File: src/rtl/digit_render.sv
// ---------------------------------------------------------------------------
// digit_render
//   Minutes:seconds timer (0:00 .. 9:59) rendered as three seven-segment
//   digits on a raster display. A prescaler divides the pixel clock to a
//   one-second tick. The time digits are snapshotted at pixel (0,0) of each
//   frame, so a frame never shows two different times.
//
// Ports
//   clk_sel    in   1   pixel clock, rising edge
//   rst_sel    in   1   asynchronous active-high reset
//   h_index    in  10   current pixel column
//   v_index    in  10   current pixel row
//   sel_digit  in   2   cell select from upstream, one cycle behind the
//                       indices (00 none, 01 sec, 10 ten-sec, 11 min)
//   run        in   1   1 = timer counts, 0 = timer and prescaler frozen
//   clear      in   1   synchronous clear of prescaler and all digits
//   pixel_on   out  1   registered, current pixel is a lit segment
//   wrap       out  1   registered one-cycle pulse on 9:59 -> 0:00
// ---------------------------------------------------------------------------
module digit_render #(
   parameter int TICK_DIV = 25000000,
   parameter int SEC_X    = 250,
   parameter int TEN_X    = 320,
   parameter int MIN_X    = 450,
   parameter int TOP_Y    = 50
) (
   input  logic       clk_sel,
   input  logic       rst_sel,
   input  logic [9:0] h_index,
   input  logic [9:0] v_index,
   input  logic [1:0] sel_digit,
   input  logic       run,
   input  logic       clear,
   output logic       pixel_on,
   output logic       wrap
);

   localparam int            PW      = (TICK_DIV > 1) ? $clog2(TICK_DIV) : 1;
   localparam logic [PW-1:0] PRE_MAX = PW'(TICK_DIV - 1);

   logic [PW-1:0] pre_q, pre_d;
   logic [3:0]    sec_q, sec_d;
   logic [2:0]    ten_q, ten_d;
   logic [3:0]    min_q, min_d;
   logic          wrap_q, wrap_d;
   logic [3:0]    disp_sec_q;
   logic [2:0]    disp_ten_q;
   logic [3:0]    disp_min_q;
   // Indices delayed one cycle so they line up with sel_digit.
   logic [9:0]    h_q, v_q;
   logic          pixel_q, pixel_d;
   logic          tick;
   logic          snap;

   assign tick = run && (pre_q == PRE_MAX);
   assign snap = (h_q == 10'd0) && (v_q == 10'd0);

   // Timer next state. clear wins over everything, including a tick in the
   // same cycle, and never produces a wrap pulse.
   always_comb begin
      pre_d  = pre_q;
      sec_d  = sec_q;
      ten_d  = ten_q;
      min_d  = min_q;
      wrap_d = 1'b0;
      if (clear) begin
         pre_d = '0;
         sec_d = 4'd0;
         ten_d = 3'd0;
         min_d = 4'd0;
      end else if (run) begin
         if (tick) begin
            pre_d = '0;
            if (sec_q == 4'd9) begin
               sec_d = 4'd0;
               if (ten_q == 3'd5) begin
                  ten_d = 3'd0;
                  if (min_q == 4'd9) begin
                     min_d  = 4'd0;
                     wrap_d = 1'b1;
                  end else begin
                     min_d = min_q + 4'd1;
                  end
               end else begin
                  ten_d = ten_q + 3'd1;
               end
            end else begin
               sec_d = sec_q + 4'd1;
            end
         end else begin
            pre_d = pre_q + 1'b1;
         end
      end
   end

   // Segment pattern, bit order {a,b,c,d,e,f,g}.
   function automatic logic [6:0] seg_map(input logic [3:0] d);
      logic [6:0] s;
      case (d)
         4'd0:    s = 7'b1111110;
         4'd1:    s = 7'b0110000;
         4'd2:    s = 7'b1101101;
         4'd3:    s = 7'b1111001;
         4'd4:    s = 7'b0110011;
         4'd5:    s = 7'b1011011;
         4'd6:    s = 7'b1011111;
         4'd7:    s = 7'b1110000;
         4'd8:    s = 7'b1111111;
         4'd9:    s = 7'b1111011;
         default: s = 7'b0000000;
      endcase
      return s;
   endfunction

   // Pixel rendering from the snapshot values only.
   logic [9:0] base, x, y;
   logic [3:0] val;
   logic       en;
   logic [6:0] seg;
   logic       in_cell, x_mid, x_left, x_right, y_top, y_up, y_low, y_bot, y_mid;

   always_comb begin
      base = 10'(SEC_X);
      val  = disp_sec_q;
      en   = 1'b0;
      case (sel_digit)
         2'b01: begin base = 10'(SEC_X); val = disp_sec_q;        en = 1'b1; end
         2'b10: begin base = 10'(TEN_X); val = {1'b0, disp_ten_q}; en = 1'b1; end
         2'b11: begin base = 10'(MIN_X); val = disp_min_q;        en = 1'b1; end
         default: ;
      endcase
      // Unsigned 10-bit subtraction: a pixel left of/above the cell wraps to
      // a large value and falls out of the 0..31 window.
      x       = h_q - base;
      y       = v_q - 10'(TOP_Y);
      in_cell = (x < 10'd32) && (y < 10'd32);
      seg     = seg_map(val);
      x_left  = (x <= 10'd3);
      x_mid   = (x >= 10'd4)  && (x <= 10'd27);
      x_right = (x >= 10'd28) && (x <= 10'd31);
      y_top   = (y <= 10'd3);
      y_up    = (y >= 10'd4)  && (y <= 10'd15);
      y_low   = (y >= 10'd16) && (y <= 10'd27);
      y_bot   = (y >= 10'd28) && (y <= 10'd31);
      y_mid   = (y >= 10'd14) && (y <= 10'd17);
      pixel_d = en && in_cell &&
                ((seg[6] && y_top   && x_mid) ||
                 (seg[5] && x_right && y_up ) ||
                 (seg[4] && x_right && y_low) ||
                 (seg[3] && y_bot   && x_mid) ||
                 (seg[2] && x_left  && y_low) ||
                 (seg[1] && x_left  && y_up ) ||
                 (seg[0] && y_mid   && x_mid));
   end

   always_ff @(posedge clk_sel or posedge rst_sel) begin
      if (rst_sel) begin
         pre_q      <= '0;
         sec_q      <= 4'd0;
         ten_q      <= 3'd0;
         min_q      <= 4'd0;
         wrap_q     <= 1'b0;
         disp_sec_q <= 4'd0;
         disp_ten_q <= 3'd0;
         disp_min_q <= 4'd0;
         h_q        <= 10'd0;
         v_q        <= 10'd0;
         pixel_q    <= 1'b0;
      end else begin
         pre_q   <= pre_d;
         sec_q   <= sec_d;
         ten_q   <= ten_d;
         min_q   <= min_d;
         wrap_q  <= wrap_d;
         h_q     <= h_index;
         v_q     <= v_index;
         pixel_q <= pixel_d;
         if (snap) begin
            disp_sec_q <= sec_q;
            disp_ten_q <= ten_q;
            disp_min_q <= min_q;
         end
      end
   end

   assign pixel_on = pixel_q;
   assign wrap     = wrap_q;

endmodule

File: config.mk
export PLATFORM = sky130hd
export DESIGN_NAME = digit_render
export DESIGN_NICKNAME = d
export VERILOG_FILES = /design/src/rtl/digit_render.sv
export SDC_FILE = /design/constraint.sdc
export NUM_CORES = 1
export LEC_CHECK = 0
export BUFFER_PORTS_ARGS = -buffer_cell sky130_fd_sc_hd__buf_2
export CORE_MARGIN = 2
export CORE_UTILIZATION = 25
export DETAILED_ROUTE_END_ITERATION = 7
export HOLD_SLACK_MARGIN = 0.1
export PLACE_DENSITY = 0.5
export SLEW_MARGIN = 10
export SYNTH_ARGS = -nofsm -noshare
export SYNTH_HDL_FRONTEND = slang
export SYNTH_SLANG_ARGS = --single-unit
File: constraint.sdc
create_clock -name clk_sel -period 3.26 [get_ports clk_sel]
set_clock_uncertainty 0.05 [all_clocks]
set_input_delay 0.652 -clock clk_sel [delete_from_list [all_inputs] [get_ports clk_sel]]
set_output_delay 0.652 -clock clk_sel [all_outputs]
set_load 0.05 [all_outputs]
Word level (Yosys, flattened, before mapping)
Memory sizes are Yosys's and may differ from the RTL's.
Index checks and enable logic that the tools add are counted.
{"block": "totals", "register_bits": 69, "mem_bits_ro": 112, "inputBits": 26, "out_inout_bits": 2, "wordCells": 109, "mem_count": 1}
{"name": "(no name shown)", "words": 16, "word_bits": 7, "read_ports": 1, "rd_clocked_by_memory_dff": 0, "write_ports": 0, "line": "99", "text": "case (d)"}
{"block": "classes", "add_sub_neg": 6, "n_lt_le_gt_ge": 16, "eq_ne": 7, "muxes": 27, "reduce_logical": 41}
{"cell": "$mux W25", "n": 3}
{"cell": "$le A10 B5 Y1 const B", "n": 5}
{"cell": "$mux W4", "n": 10}
{"cell": "$ge A10 B5 Y1 const B", "n": 3}
{"cell": "$add A25 B1 Y25 const B", "n": 1}
{"cell": "$eq A25 B25 Y1 const B", "n": 1}
{"cell": "$logic_and A1 B1 Y1", "n": 25}
{"cell": "$ge A10 B3 Y1 const B", "n": 2}
{"cell": "$le A10 B2 Y1 const B", "n": 2}
{"cell": "$logic_not A10 Y1", "n": 2}
{"cell": "$lt A10 B6 Y1 const B", "n": 2}
{"cell": "$pmux W9 S2", "n": 1}
{"cell": "$mux W3", "n": 5}
{"cell": "$ge A10 B4 Y1 const B", "n": 1}
{"cell": "$le A10 B4 Y1 const B", "n": 1}
{"cell": "$sub A10 B10 Y10", "n": 1}
{"cell": "$sub A10 B6 Y10 const B", "n": 1}
{"cell": "$add A4 B1 Y4 const B", "n": 2}
{"cell": "$eq A4 B4 Y1 const B", "n": 2}
{"cell": "$pmux W4 S2", "n": 1}
{"cell": "$reduce_bool A2 Y1", "n": 4}
{"cell": "$mux W1", "n": 7}
{"cell": "$logic_or A1 B1 Y1", "n": 6}
{"cell": "$eq A2 B2 Y1 const B", "n": 2}
{"cell": "other kinds (7)", "n": 7}

Longest topological paths before layout
{"block": "logic_depth", "depth_word": 14, "mapped_depth": 11, "mapped_depth_nobuf": 10}

Worst setup path before layout
Ideal clock, no wire load.
{"block": "synth_timing", "kind": "input -> register", "startpoint": "input sel_digit[1]", "endpoint": "register pixel_q (netlist: pixel_on)", "setup_ps": 94, "arrival_time_ps": 2930, "required_time_ps": 3116, "slack_ps": 187, "stages": 10, "n_path_buf": 1, "cell_sequence": "buf_1 nand2b_1 ha_1 ha_1 nand2b_1 a21oi_1 xnor2_1 or4b_1 o32a_1 a211oi_1"}
{"block": "synth_between", "elab_chain_len": 14, "word_cells_on_any_way": 40, "cone_classes": "1 x add/sub; 6 x order compare; 3 x eq/ne; 3 x mux; 26 x reduce/logical; 1 x memory"}
{"element": "from (decl)", "line": "31", "text": "input logic [1:0] sel_digit,"}
{"element": "$eq A2 B2 Y1", "line": "126", "text": "case (sel_digit)"}
{"element": "$pmux W9 S2", "line": "126"}
{"element": "$sub A10 B10 Y10", "line": "134", "text": "x = h_q - base;"}
{"element": "$ge A10 B5 Y1 or $le A10 B5 Y1 (tied branches)", "line": "140", "text": "x_right = (x >= 10'd28) && (x <= 10'd31);"}
{"element": "$logic_and A1 B1 Y1", "line": "140"}
{"element": "$logic_and A1 B1 Y1 (2 in series)", "line": "148", "text": "(seg[5] && x_right && y_up ) ||"}
{"element": "$logic_or A1 B1 Y1", "line": "147", "text": "((seg[6] && y_top && x_mid) ||"}
{"element": "$logic_or A1 B1 Y1", "line": "148"}
{"element": "$logic_or A1 B1 Y1", "line": "149", "text": "(seg[4] && x_right && y_low) ||"}
{"element": "$logic_or A1 B1 Y1", "line": "150", "text": "(seg[3] && y_bot && x_mid) ||"}
{"element": "$logic_or A1 B1 Y1", "line": "151", "text": "(seg[2] && x_left && y_low) ||"}
{"element": "$logic_or A1 B1 Y1", "line": "152", "text": "(seg[1] && x_left && y_up ) ||"}
{"element": "$logic_and A1 B1 Y1 (*)", "line": "146", "text": "pixel_d = en && in_cell &&"}
{"element": "net pixel_d", "line": "51", "text": "logic pixel_q, pixel_d;"}
{"element": "to (signal assigned)", "line": "177", "text": "pixel_q <= pixel_d;"}
{"element": "to (decl)", "line": "51"}
The timed path passes the listed nets; every way through them passes the cells marked *.
A chain may end at the register's enable or synchronous reset.

Worst setup path after layout
{"block": "layout_timing", "startpoint": "input sel_digit[0]", "endpoint": "register pixel_q (netlist: pixel_on)"}
The elaborated chain is that of the path after synthesis.

==> impl_metrics.csv <==
group,metric,value,unit
routing,detail_route.wl_per_cell,13.4,µm
logic_synthesis,yosysTopAreaCell,"dfrtp_1",
setup_path,path_buf_inv,1,
clock_network,clockBufferDepth,2,
timing,relSlewSlack,0.484,
power_and_ir_drop,swShare,0.242,
floorplan,die_area,0.0161,mm²
setup_path,cp_top_family,"simple AND/OR/NAND/NOR gates",
power_and_ir_drop,p_leak,0.00196,µW
setup_path,r2r-end,"pixel_on$_DFF_PP0_",
setup_path,cp_max_fo,3,
logic_synthesis,synth-xor-area-share,0.0602,
setup_path,critPathArrivalTime,2.88,ns
routing,drt_iter0_markers,117,
routing,postRouteWirelength,8120,µm
global_route,grt_util_met2,0.177,
layout,n_fill_cell,1533,
setup_path,worstPathCellList,"buf_2, nand2b_1, ha_1, ha_1, nand2b_1, a21oi_1, xnor2_1, or4b_1, o32a_1, a211oi_1",
logic_synthesis,yosysWarningCount,0,
floorplan,core,0.0146,mm²
logic_synthesis,netlist_instances,384,
setup_path,r2r_start,"h_q[1]$_DFF_PP0_",
layout,nNetsFinal,464,
setup_path,path_depth,10,
clock_network,path_clk_slew,0.06,ns
floorplan,die_h,127,µm
power_and_ir_drop,power_frac_seq,0.430,
logic_synthesis,synthDistinctLibCells,58,
layout,final_cell_mix,"dfrtp_1 (69), nor2_1 (45), nand2_1 (27), buf_2 (27), a21oi_1 (24)",
power_and_ir_drop,internal-power,1560,µW
clock_network,clockRootBuffer,"clkbuf_16",
timing,worst_slew_pin_slew,0.772,ns
routing,drt_drc_violations_left,0,
setup_path,r2r_slack,0.71,ns
layout,diodes,0,
global_route,grt_pass1_wl,14000,µm
setup_path,crit_end,"pixel_on$_DFF_PP0_",
floorplan,start_util,0.258,
floorplan,io_pins,28,
logic_synthesis,ys_top_cells_by_area,"dfrtp_1 (46%), ha_1 (6.6%), nor2_1 (4.5%), xor2_1 (3.7%), mux2_2 (3.3%)",
setup_path,cp-start-kind,"primary input",
logic_synthesis,synth_top_family_by_area,"simple AND/OR/NAND/NOR gates",
routing,first_pass_iters,4,
clock_network,h-tree-depth,3,
floorplan,die_x,127,µm
power_and_ir_drop,power.share.clock,0.485,
timing,setup-tns-final,0,ns
clock_network,hold_buffers,0,
routing,viasPerCell,4.70,
global_route,grt_overflow,0,
logic_synthesis,avgSynthCellArea,9.86,µm²
power_and_ir_drop,comb_power_share,0.086,
logic_synthesis,synthAdderAreaFrac,0.0661,
layout,drive_gt1_frac,0.170,
clock_network,post_cts_buffers,0,
power_and_ir_drop,power_density,459,mW/mm²
logic_synthesis,syn_area,0.00378,mm²
clock_network,post_cts_resized,0,
setup_path,cp-end-kind,"flip-flop",
logic_synthesis,synth_nets,430,
floorplan,rows,44,
timing,max_freq,0.372,GHz
setup_path,cp.required,3.45,ns
logic_synthesis,muxShareOfSynthArea,0.0486,
setup_path,critPathMaxStageDelay,0.50,ns
timing,rsz0062_at_grt,"false",
clock_network,clkSinkCount,69,
setup_path,worstSetupPathType,"primary input to flip-flop",
layout,mostFrequentLayoutCell,"dfrtp_1",
placed_design,routabilityCongestion,0.801,
setup_path,crit_path_start,"sel_digit[0]",
power_and_ir_drop,max-vdd-ir-drop,233,µV
clock_network,cts_tree,"done",
global_route,grt_max_degree,38,
min_path,whs_path_depth,1,
routing,routed-via-count,2852,
global_route,track_usage,0.107,
placed_design,dp_hpwl,6010,µm
logic_synthesis,yosys.area_share.simple,0.231,
min_path,hp-class,"primary input to flip-flop",
timing,slew_violations,0,
logic_synthesis,synth_ff_type,"dfrtp_1",
logic_synthesis,synth-compound-area-share,0.109,
placed_design,port_buffers,27,
global_route,met3_usage,0.0281,
timing,hold_viol,0,
timing,final-setup-viol-count,0,
timing,period_needed,2.69,ns
logic_synthesis,synthArstFlopShare,1.00,
timing,fin_crit_sh,0.825,
clock_network,clk_latency,0.33,ns
clock_network,numCtsBuffers,9,
logic_synthesis,synth_seq_cells,69,
setup_path,r2r_cells,9,
job,maxCapViolCount,0,
global_route,antenna_found_initial,0,
global_route,globalRouteMet1Util,0.137,
logic_synthesis,synth_edf_count,0,
layout,fin_util,0.306,
power_and_ir_drop,switching_power,497,µW
global_route,grt_busiest_layer,"met2",
routing,postRouteAntennaNets,0,
run_status,status,"complete, no violations",
setup_path,slowest_stage,"or4b_1",
logic_synthesis,synth_top_area_share,0.456,
logic_synthesis,seq_area_frac_synth,0.456,
global_route,first_global_vias,2875,
layout,syn_to_final_growth,18.5,%
==> state kept, by name (all words and copies together) (netlist names) <==
register    count
v_q            10
ten_q           3
h_q            10
sec_q           4
disp_ten_q      3
wrap            1
pre_q          25
disp_min_q      4
min_q           4
pixel_on        1
disp_sec_q      4
==> power by group through the flow <==
| stage | Clock (µW) | Combinational (µW) | Sequential, µW |
|---|---|---|---|
| finish | 997 | 176 | 884 |
| global route | 1070 | 201 | 886 |
| CTS | 1030 | 179 | 885 |
| detailed placement | 0 | 178 | 900 |
| global placement | 0 | 173 | 900 |
| floorplan | 0 | 125 | 896 |
==> final cells by class <==
class | count | area [µm²] | area share
clock inverters | 6 | 70.1 | 0.0156
flip-flops and latches | 69 | 1730 | 0.385
clock buffers | 10 | 239 | 0.0533
multi-input cells | 287 | 1960 | 0.436
well taps | 184 | 230 | 0.0513
repair buffers | 34 | 200 | 0.0446
inverters | 17 | 63.8 | 0.0142
==> cells by family after synthesis <==
kind of cell / after synthesis
flops: 69
buf+inv: 28
fa+ha+maj: 20
xor+xnor: 26
compound gates: 67
mux: 17
simple gates: 157
==> how the worst min path moves through the flow <==
stage | endpoint | slack, ns | from
after floorplan | sec_q[3]$_DFFE_PP0P_ | 0.42 | sec_q[3]$_DFFE_PP0P_
after global placement | disp_min_q[2]$_DFFE_PP0P_ | 0.45 | disp_min_q[2]$_DFFE_PP0P_
after detailed placement | disp_min_q[2]$_DFFE_PP0P_ | 0.46 | disp_min_q[2]$_DFFE_PP0P_
after CTS | h_q[3]$_DFF_PP0_ | 0.36 | h_index[3]
after global routing | h_q[0]$_DFF_PP0_ | 0.36 | h_index[0]
final | v_q[2]$_DFF_PP0_ | 0.37 | v_index[2]
==> synthesized netlist by cell type (all sizes together), types with 2 or more instances <==
library cell  number
nand3             16
clkbuf             7
dfrtp             69
xor2              16
nor3               7
or3                8
a22oi              2
o21a               2
nand4              7
nand2             27
a21oi             24
nand2b            10
nor4               8
nor4b              3
o21ai             16
a31oi              2
xnor2             10
nor2b              2
ha                20
mux2i              6
or2                2
a211oi             3
inv               17
nor2              45
buf                4
o22ai              2
and3               8
a21o               3
nor3b              5
mux2              11
nand3b             3
==> layer usage <==
layer / share of wire / vias to the layer above
met2: 0.49 / 27
met1: 0.47 / 1394
met3: 0.024 / 8
met4: 0.013 / 0
met5: 0 / -
li1: - / 1423
==> metrics by stage <==
step	cell area (µm²)	worst slack (ns)	total power, µW	hold slack [ns]	cells
after floorplan	3780	0.187	1020	0.422	384
after global placement	4180	0.277	1070	0.450	591
after detailed placement	4180	0.229	1080	0.455	591
after CTS	4490	0.572	2090	0.360	607
after global routing	4490	0.427	2160	0.356	607
final	4490	0.571	2060	0.374	607
No activity file was read; power rests on OpenSTA's default activity.
